## config.mk

```make
export PLATFORM = sky130hd
export DESIGN_NAME = rgb2ycbcr_422
export DESIGN_NICKNAME = d
export VERILOG_FILES = /design/src/rtl/csc_pkg.sv /design/src/rtl/rgb2ycbcr_444.sv /design/src/rtl/rgb2ycbcr_422.sv
export SDC_FILE = /design/constraint.sdc
export NUM_CORES = 1
export LEC_CHECK = 0
export CAP_MARGIN = 20
export CELL_PAD_IN_SITES_DETAIL_PLACEMENT = 1
export CELL_PAD_IN_SITES_GLOBAL_PLACEMENT = 1
export CORE_AREA = 8 8 186 188
export DETAILED_ROUTE_END_ITERATION = 8
export DIE_AREA = 0 0 194 196
export PLACE_DENSITY_LB_ADDON = 0.2
export SLEW_MARGIN = 10
export SYNTH_ARGS = -nofsm -noshare
export SYNTH_HDL_FRONTEND = slang
export SYNTH_SLANG_ARGS = --single-unit
```

## constraint.sdc

```tcl
create_clock -name clk -period 7.4 [get_ports clk]
set_clock_uncertainty 0.1 [all_clocks]
set_input_delay 1.48 -clock clk [delete_from_list [all_inputs] [get_ports clk]]
set_output_delay 1.48 -clock clk [all_outputs]
set_load 0.005 [all_outputs]
```

## src/rtl/csc_pkg.sv

```systemverilog
// Colour space conversion constants and types, shared by the RGB->YCbCr and
// YCbCr->RGB datapaths.
package csc_pkg;

  // BT.601 limited-range forward matrix, 8-bit fixed point (x/256)
  localparam int CoefYR  = 66;
  localparam int CoefYG  = 129;
  localparam int CoefYB  = 25;
  localparam int CoefCbR = -38;
  localparam int CoefCbG = -74;
  localparam int CoefCbB = 112;
  localparam int CoefCrR = 112;
  localparam int CoefCrG = -94;
  localparam int CoefCrB = -18;

  localparam int OffY   = 16;
  localparam int OffC   = 128;
  localparam int RoundK = 128;

  typedef struct packed {
    logic [7:0] y;
    logic [7:0] c;
    logic       c_is_cr;
    logic       sol;
    logic       eol;
  } beat_t;

  function automatic logic [7:0] avg8(input logic [7:0] a, input logic [7:0] b);
    logic [8:0] s;
    s = {1'b0, a} + {1'b0, b} + 9'd1;
    return 8'(s >> 1);
  endfunction

endpackage

```

## src/rtl/rgb2ycbcr_444.sv

```systemverilog
// Two-stage pipelined RGB888 -> YCbCr 4:4:4 matrix with valid/sol/eol sideband.
module rgb2ycbcr_444
  import csc_pkg::*;
(
  input  logic       clk,
  input  logic       rst,
  input  logic       in_valid,
  input  logic       in_sol,
  input  logic       in_eol,
  input  logic [7:0] r,
  input  logic [7:0] g,
  input  logic [7:0] b,
  output logic       out_valid,
  output logic       out_sol,
  output logic       out_eol,
  output logic [7:0] y,
  output logic [7:0] cb,
  output logic [7:0] cr
);

  logic       s1_valid, s1_sol, s1_eol;
  logic [7:0] s1_r, s1_g, s1_b;
  logic [7:0] y_d, cb_d, cr_d;
  int         y_full, cb_full, cr_full;

  always_ff @(posedge clk) begin
    if (rst) begin
      s1_valid <= 1'b0;
      s1_sol   <= 1'b0;
      s1_eol   <= 1'b0;
      s1_r     <= '0;
      s1_g     <= '0;
      s1_b     <= '0;
    end else begin
      s1_valid <= in_valid;
      s1_sol   <= in_sol & in_valid;
      s1_eol   <= in_eol & in_valid;
      s1_r     <= r;
      s1_g     <= g;
      s1_b     <= b;
    end
  end

  // Signed 32-bit intermediates; >>> floors negative chroma sums
  always_comb begin
    y_full  = OffY + ((CoefYR * int'(s1_r) + CoefYG * int'(s1_g) + CoefYB * int'(s1_b)
                       + RoundK) >>> 8);
    cb_full = OffC + ((CoefCbR * int'(s1_r) + CoefCbG * int'(s1_g) + CoefCbB * int'(s1_b)
                       + RoundK) >>> 8);
    cr_full = OffC + ((CoefCrR * int'(s1_r) + CoefCrG * int'(s1_g) + CoefCrB * int'(s1_b)
                       + RoundK) >>> 8);
    y_d     = 8'(y_full);
    cb_d    = 8'(cb_full);
    cr_d    = 8'(cr_full);
  end

  always_ff @(posedge clk) begin
    if (rst) begin
      out_valid <= 1'b0;
      out_sol   <= 1'b0;
      out_eol   <= 1'b0;
      y         <= '0;
      cb        <= '0;
      cr        <= '0;
    end else begin
      out_valid <= s1_valid;
      out_sol   <= s1_sol;
      out_eol   <= s1_eol;
      y         <= y_d;
      cb        <= cb_d;
      cr        <= cr_d;
    end
  end

endmodule

```

## src/rtl/rgb2ycbcr_422.sv

```systemverilog
// RGB888 -> BT.601 YCbCr 4:2:2 converter: 4:4:4 matrix followed by pair/decimation
// stage producing a {Y, C} beat per input pixel.
module rgb2ycbcr_422
  import csc_pkg::*;
#(
  parameter bit CHROMA_AVG = 1'b1
) (
  input  logic       clk,
  input  logic       rst,
  input  logic       in_valid,
  input  logic       in_sol,
  input  logic       in_eol,
  input  logic [7:0] r,
  input  logic [7:0] g,
  input  logic [7:0] b,
  output logic       out_valid,
  output logic [7:0] y_out,
  output logic [7:0] c_out,
  output logic       c_is_cr,
  output logic       out_sol,
  output logic       out_eol,
  output logic       drop_err
);

  logic       s2_valid, s2_sol, s2_eol;
  logic [7:0] s2_y, s2_cb, s2_cr;

  rgb2ycbcr_444 u_matrix (
    .clk       (clk),
    .rst       (rst),
    .in_valid  (in_valid),
    .in_sol    (in_sol),
    .in_eol    (in_eol),
    .r         (r),
    .g         (g),
    .b         (b),
    .out_valid (s2_valid),
    .out_sol   (s2_sol),
    .out_eol   (s2_eol),
    .y         (s2_y),
    .cb        (s2_cb),
    .cr        (s2_cr)
  );

  // phase_q = 1 means an even pixel is pending
  logic       phase_q, phase_d;
  logic [7:0] pend_y_q, pend_y_d, pend_cb_q, pend_cb_d, pend_cr_q, pend_cr_d;
  logic       pend_sol_q, pend_sol_d;
  logic       slot_valid_q, slot_valid_d;
  beat_t      slot_q, slot_d;
  logic       out_valid_q, out_valid_d;
  beat_t      out_q, out_d;
  logic       drop_q, drop_d;
  logic       is_odd;
  logic [7:0] cb_a, cr_a;

  always_comb begin
    phase_d      = phase_q;
    pend_y_d     = pend_y_q;
    pend_cb_d    = pend_cb_q;
    pend_cr_d    = pend_cr_q;
    pend_sol_d   = pend_sol_q;
    slot_valid_d = 1'b0;
    slot_d       = '0;
    drop_d       = 1'b0;
    // Default: drain the odd-beat slot scheduled last cycle (zeros when empty)
    out_valid_d  = slot_valid_q;
    out_d        = slot_q;

    is_odd = phase_q & ~s2_sol;
    cb_a   = CHROMA_AVG ? avg8(pend_cb_q, s2_cb) : pend_cb_q;
    cr_a   = CHROMA_AVG ? avg8(pend_cr_q, s2_cr) : s2_cr;

    if (s2_valid) begin
      if (is_odd) begin
        out_valid_d  = 1'b1;
        out_d        = '{y: pend_y_q, c: cb_a, c_is_cr: 1'b0, sol: pend_sol_q, eol: 1'b0};
        slot_valid_d = 1'b1;
        slot_d       = '{y: s2_y, c: cr_a, c_is_cr: 1'b1, sol: 1'b0, eol: s2_eol};
        phase_d      = 1'b0;
      end else begin
        drop_d = s2_sol & phase_q;
        if (s2_eol) begin
          // Odd-length line: lone even pixel goes out in the odd-beat slot
          slot_valid_d = 1'b1;
          slot_d       = '{y: s2_y, c: s2_cb, c_is_cr: 1'b0, sol: s2_sol, eol: 1'b1};
          phase_d      = 1'b0;
        end else begin
          phase_d    = 1'b1;
          pend_y_d   = s2_y;
          pend_cb_d  = s2_cb;
          pend_cr_d  = s2_cr;
          pend_sol_d = s2_sol;
        end
      end
    end
  end

  always_ff @(posedge clk) begin
    if (rst) begin
      phase_q      <= 1'b0;
      pend_y_q     <= '0;
      pend_cb_q    <= '0;
      pend_cr_q    <= '0;
      pend_sol_q   <= 1'b0;
      slot_valid_q <= 1'b0;
      slot_q       <= '0;
      out_valid_q  <= 1'b0;
      out_q        <= '0;
      drop_q       <= 1'b0;
    end else begin
      phase_q      <= phase_d;
      pend_y_q     <= pend_y_d;
      pend_cb_q    <= pend_cb_d;
      pend_cr_q    <= pend_cr_d;
      pend_sol_q   <= pend_sol_d;
      slot_valid_q <= slot_valid_d;
      slot_q       <= slot_d;
      out_valid_q  <= out_valid_d;
      out_q        <= out_d;
      drop_q       <= drop_d;
    end
  end

  assign out_valid = out_valid_q;
  assign y_out     = out_q.y;
  assign c_out     = out_q.c;
  assign c_is_cr   = out_q.c_is_cr;
  assign out_sol   = out_q.sol;
  assign out_eol   = out_q.eol;
  assign drop_err  = drop_q;

endmodule

```

## Word-level counts from Yosys, hierarchy flattened

Index checks and enable logic that the tools add are counted.

| word-level totals | value |
|---|---|
| word-level logic and storage cells | 77 |
| input port bits | 29 |
| output and inout port bits | 21 |
| register bits after elaboration | 121 |

| operators by class | value |
|---|---|
| multiply operators | 9 |
| reductions and logical operators | 4 |
| $add $sub $neg | 16 |
| multiplexer cells | 10 |
| bitwise logic cells | 8 |

Operators by type and width:

| cell | count |
|---|---|
| $add 16x16->16 | 6 |
| $mux 19 | 4 |
| $add 16x9->16 const B | 3 |
| $mul 7x9->15 const A | 2 |
| $mul 3x8->11 const A | 2 |
| $add 8x8->9 | 2 |
| $add 9x1->9 const B | 2 |
| $add 8x8->8 const A | 2 |
| $mul 8x8->16 const A | 1 |
| $mul 6x9->15 const A | 1 |
| $mul 5x9->14 const A | 1 |
| $mul 6x8->14 const A | 1 |
| $mul 5x8->13 const A | 1 |
| $add 6x8->8 const A | 1 |
| $mux 1 | 6 |
| $and 1x1->1 | 4 |
| $not 1->1 | 4 |
| $reduce_or 4->1 | 1 |
| $reduce_and 3->1 | 1 |
| $reduce_or 3->1 | 1 |
| $reduce_or 2->1 | 1 |

## Depth between registers and ports, before layout

| logic depth | value |
|---|---|
| word-level depth | 5 |
| depth in mapped cells | 28 |
| depth with buffers taken out | 28 |

## By module

Synthesis repeated with hierarchy kept, for this count alone.

| unflattened totals | value |
|---|---|
| cells, all modules | 1349 |
| area, all modules | 12652.1 um2 |

Modules (own cells, without submodules):

| module | cells an instance | area each (um2) | instances | seq. area each (um2) |
|---|---|---|---|---|
| rgb2ycbcr_444 | 1027 | 9863.2 | 1 | 1081.0 |
| rgb2ycbcr_422 | 322 | 2788.9 | 1 | 1341.3 |

## Worst setup path after synthesis

Ideal clock, no wire load.

| timing | value |
|---|---|
| path type | register to register |
| start point | register u_matrix.s1_g[1] |
| end point | register u_matrix.cb[7] |
| buffers on the path | 0 |
| arrival | 6.052 ns |
| period minus slack after synthesis | 6.217 ns |
| cell stages (with the launch flop) | 25 |
| library setup time | 0.065 ns |
| setup slack | 1.183 ns |
| required time | 7.235 ns |
| path through | dfxtp_1 inv_1 ha_1 inv_1 fa_1 fa_1 fa_1 inv_1 ha_1 or2_2 a21oi_1 nor3b_1 nor2_1 xor2_1 fa_1 inv_1 ha_1 ha_1 or3_1 o21ai_0 a31oi_1 and4_1 a2111oi_2 xnor3_1 nor2_1 |

| on the way | value |
|---|---|
| word-level cells in the longest chain between the ends | 5 |

Ends and longest elaborated chain:

| what | line | text |
|---|---|---|
| start, declared | rgb2ycbcr_444.sv:22 | `logic [7:0] s1_r, s1_g, s1_b;` |
| start signal, assigned | rgb2ycbcr_444.sv:39 | `s1_g <= g;` |
| $mul 7x9->15 | rgb2ycbcr_444.sv:48 | `cb_full = OffC + ((CoefCbR * int'(s1_r) + CoefCbG * int'(s1_g) + CoefCbB * int'(s1_b)` |
| $add 16x16->16 (2 in a row) | rgb2ycbcr_444.sv:48 |  |
| $add 16x9->16 | rgb2ycbcr_444.sv:49 | `+ RoundK) >>> 8);` |
| $add 8x8->8 | rgb2ycbcr_444.sv:48 |  |
| end signal, assigned | rgb2ycbcr_444.sv:63 | `cb <= '0;` |
| end signal, assigned | rgb2ycbcr_444.sv:70 | `cb <= cb_d;` |
| end, declared | rgb2ycbcr_444.sv:17 | `output logic [7:0] cb,` |

Every way passes these cells.
A chain may end at the register's enable or synchronous reset.

## Worst setup path after layout

| timing | value |
|---|---|
| start point | register u_matrix.s1_g[2] |
| end point | register u_matrix.cb[7] |

The elaborated chain is that of the path after synthesis.

==> flow_summary_export.csv <==
group,metric,value,unit
global_routing,antenna_found_initial,0,
sta,worst_slack,0.732,ns
sta,drv_slew,0,
run_status,status,"finished clean",
detailed_routing,wirelength,31.3,mm
synth,synth_cell_type_count,50,
final_layout,area_growth,13.1,%
worst_setup_path,max_stage_delay,0.58,ns
sta,rsz0062_at_grt,"no",
cts,postCtsSetupBuffers,0,
worst_setup_path,path_max_fanout,8,
worst_setup_path,crit_path_end_kind,"flip-flop",
final_layout,post-route-util,44.3,%
sta,fin_crit,6.67,ns
worst_setup_path,required,7.67,ns
sta,relSlewSlack,50.5,%
detailed_routing,viasPerCell,4.93,
cts,cts_buffer_depth,2,
die,ios,50,
power_and_ir_drop,power.share.clock,17.9,%
die,rows,66,
synth,syn_area_per_cell,9.30,um2
cts,htreeDepth,4,
power_and_ir_drop,fin_total_pwr,5.03,mW
worst_setup_path,cp.arrival,6.94,ns
synth,async_flop_share,0,%
sta,hold_viol_final,0,
global_routing,grtUsageTotal,17.0,%
global_routing,busiest_layer,"met2",
power_and_ir_drop,powerDensity,357,nW/um2
cts,ctsHoldBuffers,0,
hold_path,hold_depth,2,
detailed_routing,drt_iter0_markers,226,
power_and_ir_drop,switching_share,44.6,%
cts,cts_tree,"built",
detailed_routing,detail-route-antenna-nets,0,
sta,final.setup.tns,0,ns
sta,setup_violations,0,
synth,yosysWarnings,0,
die,core_area,31900,um2
final_layout,layout_commonest_cell,"ha_1",
worst_setup_path,cpMaxStageDelayCell,"dfxtp_1",
power_and_ir_drop,p_sw,2.24,mW
cts,cts-root-buf,"clkbuf_16",
sta,worstMarginPinSlew,0.740,ns
synth,syn_nets,1766,
hold_path,min_path_type,"flip-flop to flip-flop",
cts,post_cts_resized,0,
worst_setup_path,r2r_cells,26,
power_and_ir_drop,p_leak,7.09,nW
sta,clock.fmax,0.150,GHz
flow_run,drv_cap,0,
final_layout,mostFrequentLayoutCells,"295 x ha_1, 231 x inv_1, 121 x dfxtp_1, 107 x nand2_1, 101 x fa_1",
sta,finalCritPeriodShare,90.1,%
cts,clock_latency,0.43,ns
final_layout,fin_nets,1827,
placed_design,gp_congestion,0.819,
global_routing,grt_max_degree,58,
placed_design,dp_hpwl,26.5,mm
synth,synthCells,1341,
power_and_ir_drop,ir_drop,194,uV
die,die_area,38000,um2
power_and_ir_drop,power.internal,2.79,mW
cts,clock-sinks,121,
die,die_w,194,um
synth,synth_edf_count,0,
die,die_height,196,um
synth,synthesis.area,12500,um2
placed_design,numPortBuffers,49,
final_layout,drive_above_1_share,3.75,%
global_routing,first_global_vias,9750,
worst_setup_path,worstSetupPathType,"flip-flop to flip-flop",
cts,path_clk_slew,0.07,ns
global_routing,globalRouteMet1Util,21.8,%
placed_design,dp_slack,0.705,ns
detailed_routing,wire_per_inst,17.2,um
power_and_ir_drop,p_seq_share,16.1,%
synth,seq_area_frac_synth,19.4,%
worst_setup_path,cp-start-kind,"flip-flop",
global_routing,grt_first_pass_wirelength,51.1,mm
global_routing,overflow,0,
synth,ys_seq_elements,121,
global_routing,grt_use_met3,2.91,%
detailed_routing,dr_total_vias,8986,
synth,synth_ff_type,"dfxtp_1",
global_routing,grt.met2_usage,29.0,%
cts,cts_inserted_buffers,17,
detailed_routing,dr.pass1.iters,4,
detailed_routing,route.detailed.drc,0,
die,start_util,39.1,%
power_and_ir_drop,pwr-share-comb,66.0,%
-- flip-flops by register name, summed over array words and instances (netlist names), 8 cells and up --
signal	cells
pend_y_q	8
u_matrix.s1_b	8
u_matrix.s1_g	8
y_out	8
c_out	8
u_matrix.cr	8
pend_cb_q	8
u_matrix.cb	8
pend_cr_q	8
u_matrix.y	8
u_matrix.s1_r	8
slot_q	19
-- final timing paths --
check,end,slack [ns],start
max,u_matrix.cb[7],0.73,u_matrix.s1_g[2]
min,y_out[0],0.34,slot_q[11]
max reg2reg,u_matrix.cb[7],0.73,u_matrix.s1_g[2]
min reg2reg,y_out[0],0.34,slot_q[11]
-- critical path: cells and delay by family (launching register included) --
family | cells | cell delay, ns
AOI/OAI and AO/OA | 6 | 1.11
adders and majority gates | 8 | 3.06
buffers and inverters | 5 | 0.30
DFF | 1 | 0.58
xor gates and xnor gates | 2 | 0.52
and+or+nand+nor | 5 | 0.93
-- Yosys cell counts (2+ instances only) --
library cell	count	area, um2
a211oi_1	2	15.0
a21boi_0	3	22.5
a21o_1	18	135
a21oi_1	97	485
and2_1	14	87.6
and3_1	7	43.8
clkbuf_1	18	67.6
dfxtp_1	121	2420
fa_1	101	2020
ha_1	295	3690
inv_1	231	867
nand2_1	107	402
nand2b_1	11	68.8
nand3_1	8	40.0
nand3b_1	2	15.0
nand4_1	3	18.8
nor2_1	53	199
nor2b_1	47	294
nor3_1	11	55.1
nor3b_1	3	22.5
nor4_1	2	12.5
o2111ai_1	2	17.5
o211ai_1	2	15.0
o21a_1	9	67.6
o21ai_0	32	160
o21bai_1	21	158
o311ai_0	2	17.5
o31a_1	2	17.5
o31ai_1	4	30.0
o41ai_1	3	26.3
or2_2	4	25.0
or3_1	4	25.0
xnor2_1	60	526
xor2_1	26	228
-- stage by stage --
step | hold WS [ns] | cells | area (um2)
after floorplan | 0.307 | 1341 | 12500
after global placement | 0.319 | 1791 | 13500
after detailed placement | 0.330 | 1791 | 13500
after CTS | 0.340 | 1823 | 14100
after global routing | 0.348 | 1823 | 14100
final | 0.335 | 1824 | 14100
-- routing by layer --
metal / vias up / wire length (um)
li1: 4513 / -
met1: 4343 / 15300
met2: 95 / 14500
met3: 35 / 739
met4: 0 / 696
met5: - / 0
-- cell families (layout without fill, tap and decap cells) --
group / count (synthesis) / in the layout / synth area share (%)
adders and majority gates: 396 / 396 / 45.8
AOI/OAI and AO/OA: 208 / 208 / 10.3
xor gates and xnor gates: 87 / 87 / 6.22
other: 0 / 1 / 0
and+or+nand+nor: 279 / 279 / 10.7
buffers and inverters: 250 / 324 / 7.52
DFF: 121 / 121 / 19.4
-- power groups by stage --
stage	Sequential [mW]	Combinational, mW	Clock (mW)
6_report	0.812	3.32	0.899
5_1_grt	0.821	3.82	0.947
4_1_cts	0.812	3.38	0.922
3_5_place_dp	0.826	3.34	0
3_3_place_gp	0.824	3.26	0
2_1_floorplan	0.805	2.57	0
-- area by class of cell --
class / instances / area, um2
clock inverters: 14 / 188
multi-input cells: 970 / 9110
flip-flops and latches: 121 / 2420
inverters: 231 / 867
diodes: 1 / 2.50
well taps: 408 / 510
fillers: 3680 / 17800
repair buffers: 61 / 578
clock buffers: 18 / 429
Note: power is estimated with default switching activity, not from simulation.
